===== config.mk =====
export PLATFORM = sky130hd
export DESIGN_NAME = pio_input_capture
export DESIGN_NICKNAME = d
export VERILOG_FILES = /design/src/rtl/pio_pkg.sv /design/src/rtl/input_debouncer.sv /design/src/rtl/pio_input_capture.sv
export SDC_FILE = /design/constraint.sdc
export NUM_CORES = 1
export LEC_CHECK = 0
export BUFFER_PORTS_ARGS = -buffer_cell sky130_fd_sc_hd__clkbuf_2
export CORE_UTILIZATION = 50
export CTS_CLUSTER_SIZE = 16
export DETAILED_ROUTE_END_ITERATION = 8
export PLACE_DENSITY = 0.77
export SKIP_CTS_REPAIR_TIMING = 1
export SYNTH_ARGS = -nofsm -noshare
export SYNTH_HDL_FRONTEND = slang
export SYNTH_HIERARCHICAL = 1
export SYNTH_SLANG_ARGS = --single-unit

===== constraint.sdc =====
create_clock -name clk_clk -period 4.95 [get_ports clk_clk]
set_clock_uncertainty 0.15 [all_clocks]
set_input_delay 0.7425 -clock clk_clk [delete_from_list [all_inputs] [get_ports clk_clk]]
set_output_delay 0.7425 -clock clk_clk [all_outputs]
set_load 0.02 [all_outputs]

===== src/rtl/pio_pkg.sv =====
// Shared constants and bus request type for the input PIO register block.
package pio_pkg;

  localparam logic [1:0] ADDR_DATA    = 2'd0;
  localparam logic [1:0] ADDR_IRQMASK = 2'd1;
  localparam logic [1:0] ADDR_EDGECAP = 2'd2;
  localparam logic [1:0] ADDR_EDGESEL = 2'd3;

  localparam logic EDGE_RISE = 1'b0;
  localparam logic EDGE_FALL = 1'b1;

  typedef struct packed {
    logic [1:0]  addr;
    logic        rd;
    logic        wr;
    logic [31:0] wdata;
  } avs_req_t;

endpackage


===== src/rtl/input_debouncer.sv =====
// One input bit: two-flop synchronizer followed by a hold-time debouncer.
module input_debouncer #(
  parameter int DEBOUNCE_CYCLES = 500000,
  parameter int CNT_W           = 20
) (
  input  logic clk,
  input  logic rst_n,
  input  logic pin,
  output logic q
);

  localparam logic [CNT_W-1:0] TERM = CNT_W'(DEBOUNCE_CYCLES - 1);

  logic [1:0]       sync;
  logic [CNT_W-1:0] cnt;

  // Any sample matching q restarts the hold window from zero.
  always_ff @(posedge clk or negedge rst_n) begin
    if (!rst_n) begin
      sync <= '0;
      cnt  <= '0;
      q    <= 1'b0;
    end else begin
      sync <= {sync[0], pin};
      if (sync[1] == q) begin
        cnt <= '0;
      end else if (cnt == TERM) begin
        q   <= sync[1];
        cnt <= '0;
      end else begin
        cnt <= cnt + CNT_W'(1);
      end
    end
  end

endmodule


===== src/rtl/pio_input_capture.sv =====
// Input PIO: debounced pins, edge capture with per-bit polarity, Avalon-MM
// register file and level interrupt.
module pio_input_capture
  import pio_pkg::*;
#(
  parameter int WIDTH           = 8,
  parameter int DEBOUNCE_CYCLES = 500000,
  parameter int CNT_W           = 20
) (
  input  logic             clk_clk,
  input  logic             reset_reset_n,
  input  logic [WIDTH-1:0] pins_in,
  input  logic [1:0]       avs_address,
  input  logic             avs_read,
  input  logic             avs_write,
  input  logic [31:0]      avs_writedata,
  output logic [31:0]      avs_readdata,
  output logic             irq
);

  avs_req_t         req;
  logic [WIDTH-1:0] q, q_d, rise, fall, qual, w1c;
  logic [WIDTH-1:0] edgecap, irqmask, edgesel;
  logic [31:0]      rd_word;
  logic             unused_wdata;

  assign req = '{addr: avs_address, rd: avs_read, wr: avs_write, wdata: avs_writedata};
  assign unused_wdata = ^req.wdata;

  assign rise = q & ~q_d;
  assign fall = ~q & q_d;

  for (genvar i = 0; i < WIDTH; i++) begin : g_bit
    input_debouncer #(
      .DEBOUNCE_CYCLES(DEBOUNCE_CYCLES),
      .CNT_W          (CNT_W)
    ) u_deb (
      .clk  (clk_clk),
      .rst_n(reset_reset_n),
      .pin  (pins_in[i]),
      .q    (q[i])
    );
    assign qual[i] = ((edgesel[i] == EDGE_RISE) & rise[i]) |
                     ((edgesel[i] == EDGE_FALL) & fall[i]);
  end

  assign w1c = (req.wr && req.addr == ADDR_EDGECAP) ? req.wdata[WIDTH-1:0] : '0;

  always_comb begin
    rd_word = '0;
    case (req.addr)
      ADDR_DATA:    rd_word[WIDTH-1:0] = q;
      ADDR_IRQMASK: rd_word[WIDTH-1:0] = irqmask;
      ADDR_EDGECAP: rd_word[WIDTH-1:0] = edgecap;
      ADDR_EDGESEL: rd_word[WIDTH-1:0] = edgesel;
    endcase
  end

  // Capture is OR'd in after the clear so a same-cycle edge is never lost.
  always_ff @(posedge clk_clk or negedge reset_reset_n) begin
    if (!reset_reset_n) begin
      q_d          <= '0;
      edgecap      <= '0;
      irqmask      <= '0;
      edgesel      <= '0;
      avs_readdata <= '0;
    end else begin
      q_d     <= q;
      edgecap <= (edgecap & ~w1c) | qual;
      if (req.wr && req.addr == ADDR_IRQMASK) irqmask <= req.wdata[WIDTH-1:0];
      if (req.wr && req.addr == ADDR_EDGESEL) edgesel <= req.wdata[WIDTH-1:0];
      if (req.rd) avs_readdata <= rd_word;
    end
  end

  assign irq = |(edgecap & irqmask);

endmodule

======== After elaboration in Yosys (flattened, before gate mapping) ========
Index checks and enable logic that the tools add are counted.
cells by class
  bitwise logic cells ..................... 48
  add/subtract/negate cells ............... 8
  reductions and logical operators ........ 13
  muxes and demuxes ....................... 18
  eq/ne operators ......................... 19
operators by type and width
  operator               number
  $mux 20                16
  $add 20x1->20 const B  8
  $eq 20x19->1 const B   8
  $and 8x8->8            4
  $pmux 8 s4             1
  $not 8->8              3
  $and 1x1->1            16
  $not 1->1              16
  $reduce_and 2->1       8
  $eq 1x1->1             8
  $mux 8                 1
  $or 1x1->1             8
  $or 8x8->8             1
  $reduce_or 8->1        1
  $eq 2x2->1 const B     2
  $logic_and 1x1->1      3
  $eq 2x1->1 const B     1
  $logic_not 2->1        1
storage, ports and cells
  input port bits ......................... 46
  output and inout port bits .............. 33
  bits in registers ....................... 224
  logic and storage cells ................. 135

======== Depth between registers and ports, before layout ========
  depth in word-level cells ............... 6
  gate-level depth with buffers ........... 6
  depth with buffers taken out ............ 5

======== Cells and area by module ========
Netlist, hierarchy kept.
by module, submodules not included
  module                                area each (um^2)  seq. area each (um^2)  instances  cells an instance
  input_debouncer (g_bit[0].u_deb ...)  1,141.1           575.6                  7          109
  pio_input_capture                     2,039.5           1,001.0                1          160
  input_debouncer (g_bit[3].u_deb)      1,151.1           575.6                  1          111

======== Worst setup path after synthesis ========
Ideal clock, no wire load.
  path kind ............................... reg-to-reg
  start point ............................. register g_bit[3].u_deb.cnt[0]
  end point ............................... register g_bit[3].u_deb.cnt[18]
  slack ................................... 3,094 ps
  setup time .............................. 78 ps
  path buffers ............................ 0
  clock period less this slack ............ 1,856 ps
  stages on the path, launching flop included .. 6
  arrival ................................. 1,628 ps
  required time ........................... 4,722 ps
  cell sequence ........................... dfrtp_1 ha_1 nand4_4 or2_4 or4_1 a21oi_1
between the ends
  longest elaborated chain between the ends .. 3
  elaborated cells between the ends (all ways) .. 4
  those cells by class .................... add/sub (1); eq/ne (1); mux (2)
ends and longest elaborated chain
  element                                               RTL line                                      text
  start: declaration                                    input_debouncer.sv:15                         logic [CNT_W-1:0] cnt;
  start signal: assignment                              input_debouncer.sv:31                         cnt <= cnt + CNT_W'(1);
  $add 20x1->20 / $eq 20x19->1 (equally long branches)  input_debouncer.sv:31, input_debouncer.sv:27
  $mux 20 (*)                                           input_debouncer.sv:27                         end else if (cnt == TERM) begin
  $mux 20 (*)                                           input_debouncer.sv:25                         if (sync[1] == q) begin
Mark *: on every way between the ends. The rest lies on a longest branch, timed or not.
A chain may end at the register's enable or synchronous reset.

======== Worst setup path in the final report ========
  start point ............................. register irqmask[2]
  end point ............................... output irq
between the ends
  longest elaborated chain between the ends .. 2
ends and longest elaborated chain
  element                   RTL line                 text
  start: declaration        pio_input_capture.sv:23  logic [WIDTH-1:0] edgecap, irqmask, edgesel;
  start signal: assignment  pio_input_capture.sv:70  if (req.wr && req.addr == ADDR_IRQMASK) irqmask <= req.wdata[WIDTH-1:0];
  $and 8x8->8               pio_input_capture.sv:76  assign irq = |(edgecap & irqmask);
  $reduce_or 8->1           pio_input_capture.sv:76
  end: declaration          pio_input_capture.sv:18  output logic irq
No other way between the ends.

==> results.cfg <==
[synth]
synth.cell_area_mm2 = 0.0112
synthSimpleGateAreaFrac = 0.258
synth_mux_area_frac = 0.0466
yosysTopAreaCell = dfrtp_1
ys_top_cells_by_area = dfrtp_1, xnor2_1, nor2_1, xor2_1, nand3_1
avgSynthCellArea_um2 = 10.8
netlist-cell-type-count = 50
ys_seq_elements = 224
synth_fa_ha_area_frac = 0.00895
synthXorXnorAreaFrac = 0.0948
synth_compound_area_frac = 0.0517
synth_top_family_by_area = simple AND/OR/NAND/NOR gates
ys_seq_area_frac = 0.501
ys_warn_count = 6
syn_inst = 1034
synth.top_cell.area_share = 0.501

[cells_and_area]
fin_nets = 1124
drive_gt1_frac = 0.140
finalNonFillerCells = 1368
regArea_mm2 = 0.00561
layout_common_cells = dfrtp_1, nor2_1, xnor2_1, nand3_1, nand4_1
fillers = 1848
final_common_cell = dfrtp_1
multi_input_area_mm2 = 0.00523
diodes = 0
area_growth_pct = 9.85

[outcome]
status = finished clean

[cts]
cts_tree = built
clock_latency_ps = 520
path_clk_slew_ps = 60
cts_made_buffers = 24
cts-root-buf = clkbuf_16
ctsLongestPathBuffers = 3
cts_htree_levels = 1
cts.sink_count = 224

[worst_setup_path]
worst_ep_arrival_time_ps = 1550
critPathMaxFanout = 3
worst-setup-path-type = reg -> out
critPathMaxStageDelay_ps = 400
r2r_start = g_bit[2].u_deb/cnt[0]$_DFF_PN0_
rrSetupSlack_ps = 2660
crit_chain = a22oi_1 -> nand4_1 -> clkbuf_2
start_kind = register
r2r_cells = 5
critPathRequiredTime_ps = 4060
r2r_end = g_bit[2].u_deb/cnt[13]$_DFF_PN0_
cp-end-kind = primary output
slowest_stage = dfrtp_1

[pwr]
p_total_uw = 3910
p_leak_uw = 0.00513
ir_drop_uv = 300
p_per_area_mw_per_mm2 = 319

[floorplanning]
die-area_mm2 = 0.0230
top_level_ports = 79
rows = 54
die_h_um = 152
start_util = 0.511
coreArea_mm2 = 0.0219
die_w_um = 152

[global_routing]
grt_pass1_wl_um = 35600
grt_max_degree = 140
grt_pass1_vias = 7538
track_usage = 0.189
antenna_found_initial = 1
grt_overflow = 0

[placement]
hpwl_um = 13800
numPortBuffers = 30
routabilityCongestion = 0.803
dp_slack_ps = 2600
dp_cells = 1324

[sta]
worst_slack_ps = 2500
tightest_slew_ps = 985
setup_viol = 0
post-route-min-period_ps = 2450
final_max_slew_viol_count = 0
maxSlewHeadroom = 0.344
post-route-period-util = 0.494
fmax_mhz = 409
rsz0062_at_grt = false
hold_viol_final = 0
setup-tns-final_ps = 0

[drt]
wire_per_inst_um = 15.2
ant_nets = 0
num_vias = 7741
drt_iter0_drc = 428
drc = 0
viasPerCell = 5.66
wirelength_um = 20700
dr.pass1.iters = 4

[run]
max_cap_viol_count = 0

[hold_path]
hp-class = in -> async
metal layers:
metal,track usage,vias to the layer above,share of wire
met2,0.311,109,0.47
met5,0,-,0
li1,-,3738,-
met4,0.0614,0,0.028
met3,0.0302,38,0.035
met1,0.257,3856,0.47
worst max-delay path: cells and delay by family (launching register included):
| kind | cells | cell delay, ps |
|---|---|---|
| AND/OR/NAND/NOR | 1 | 200 |
| AO/OA/AOI/OAI | 1 | 230 |
| buffers and inverters | 1 | 200 |
| flip-flops | 1 | 400 |
cell usage after synthesis (all sizes together):
library cell	count
a211o	8
a21oi	30
a22oi	4
and2	1
and3	7
and3b	8
and4	9
buf	45
clkbuf	1
conb	1
dfrtp	224
ha	8
inv	30
mux2	24
mux2i	25
nand2	30
nand2b	16
nand3	57
nand3b	8
nand4	56
nand4b	8
nor2	152
nor3	20
nor3b	8
nor4	40
nor4b	9
nor4bb	7
o21ai	2
o21bai	7
o221ai	8
o31ai	22
or2	9
or3	7
or4	22
xnor2	83
xor2	38
flip-flops by register name, indices dropped and copies added, names as in the netlist:
register	flops
g_bit.u_deb/cnt	160
g_bit.u_deb/sync	16
avs_readdata	8
edgecap	8
edgesel	8
g_bit.u_deb/q	8
irqmask	8
q_d	8
where the power goes:
group	leakage, µW	internal [µW]	switching [µW]
sequential	0.00303	1890	52.6
combinational	0.00171	70.9	139
clock	0.000389	1030	729
worst max-delay path by stage:
stage / startpoint / endpoint / slack [ps] / cells past startpoint
global placement: avs_address[0] / edgesel[3]$_DFFE_PN0P_ / 2610 / 3
floorplan: g_bit[3].u_deb/cnt[0]$_DFF_PN0_ / g_bit[3].u_deb/cnt[18]$_DFF_PN0_ / 3090 / 5
global route: irqmask[3]$_DFFE_PN0P_ / irq / 2460 / 3
detailed placement: avs_address[0] / edgesel[6]$_DFFE_PN0P_ / 2600 / 3
finish: irqmask[2]$_DFFE_PN0P_ / irq / 2500 / 3
CTS: irqmask[2]$_DFFE_PN0P_ / irq / 2500 / 3
metrics by stage:
| stage | hold slack, ps | util | area (µm²) |
|---|---|---|---|
| after floorplan | 181 | - | 11300 |
| after CTS | 157 | 0.561 | 12300 |
| after global placement | 184 | 0.524 | 11500 |
| after global routing | 156 | 0.561 | 12300 |
| after detailed placement | 185 | 0.524 | 11500 |
| final | 169 | 0.561 | 12300 |
final cells by class:
class / instances / area share
Clock buffer: 31 / 0.0559
Sequential cell: 224 / 0.456
Clock inverter: 13 / 0.00907
Multi-Input combinational cell: 757 / 0.426
Timing Repair Buffer: 33 / 0.0149
Tap cell: 280 / 0.0285
Inverter: 30 / 0.00917
cell families after synthesis:
kind of cell	Yosys count
mux	49
other cells	1
flops	224
fa+ha+maj	8
simple gates	474
compound gates	81
xor+xnor	121
buf+inv	76
No activity file was read; power rests on OpenSTA's default activity.
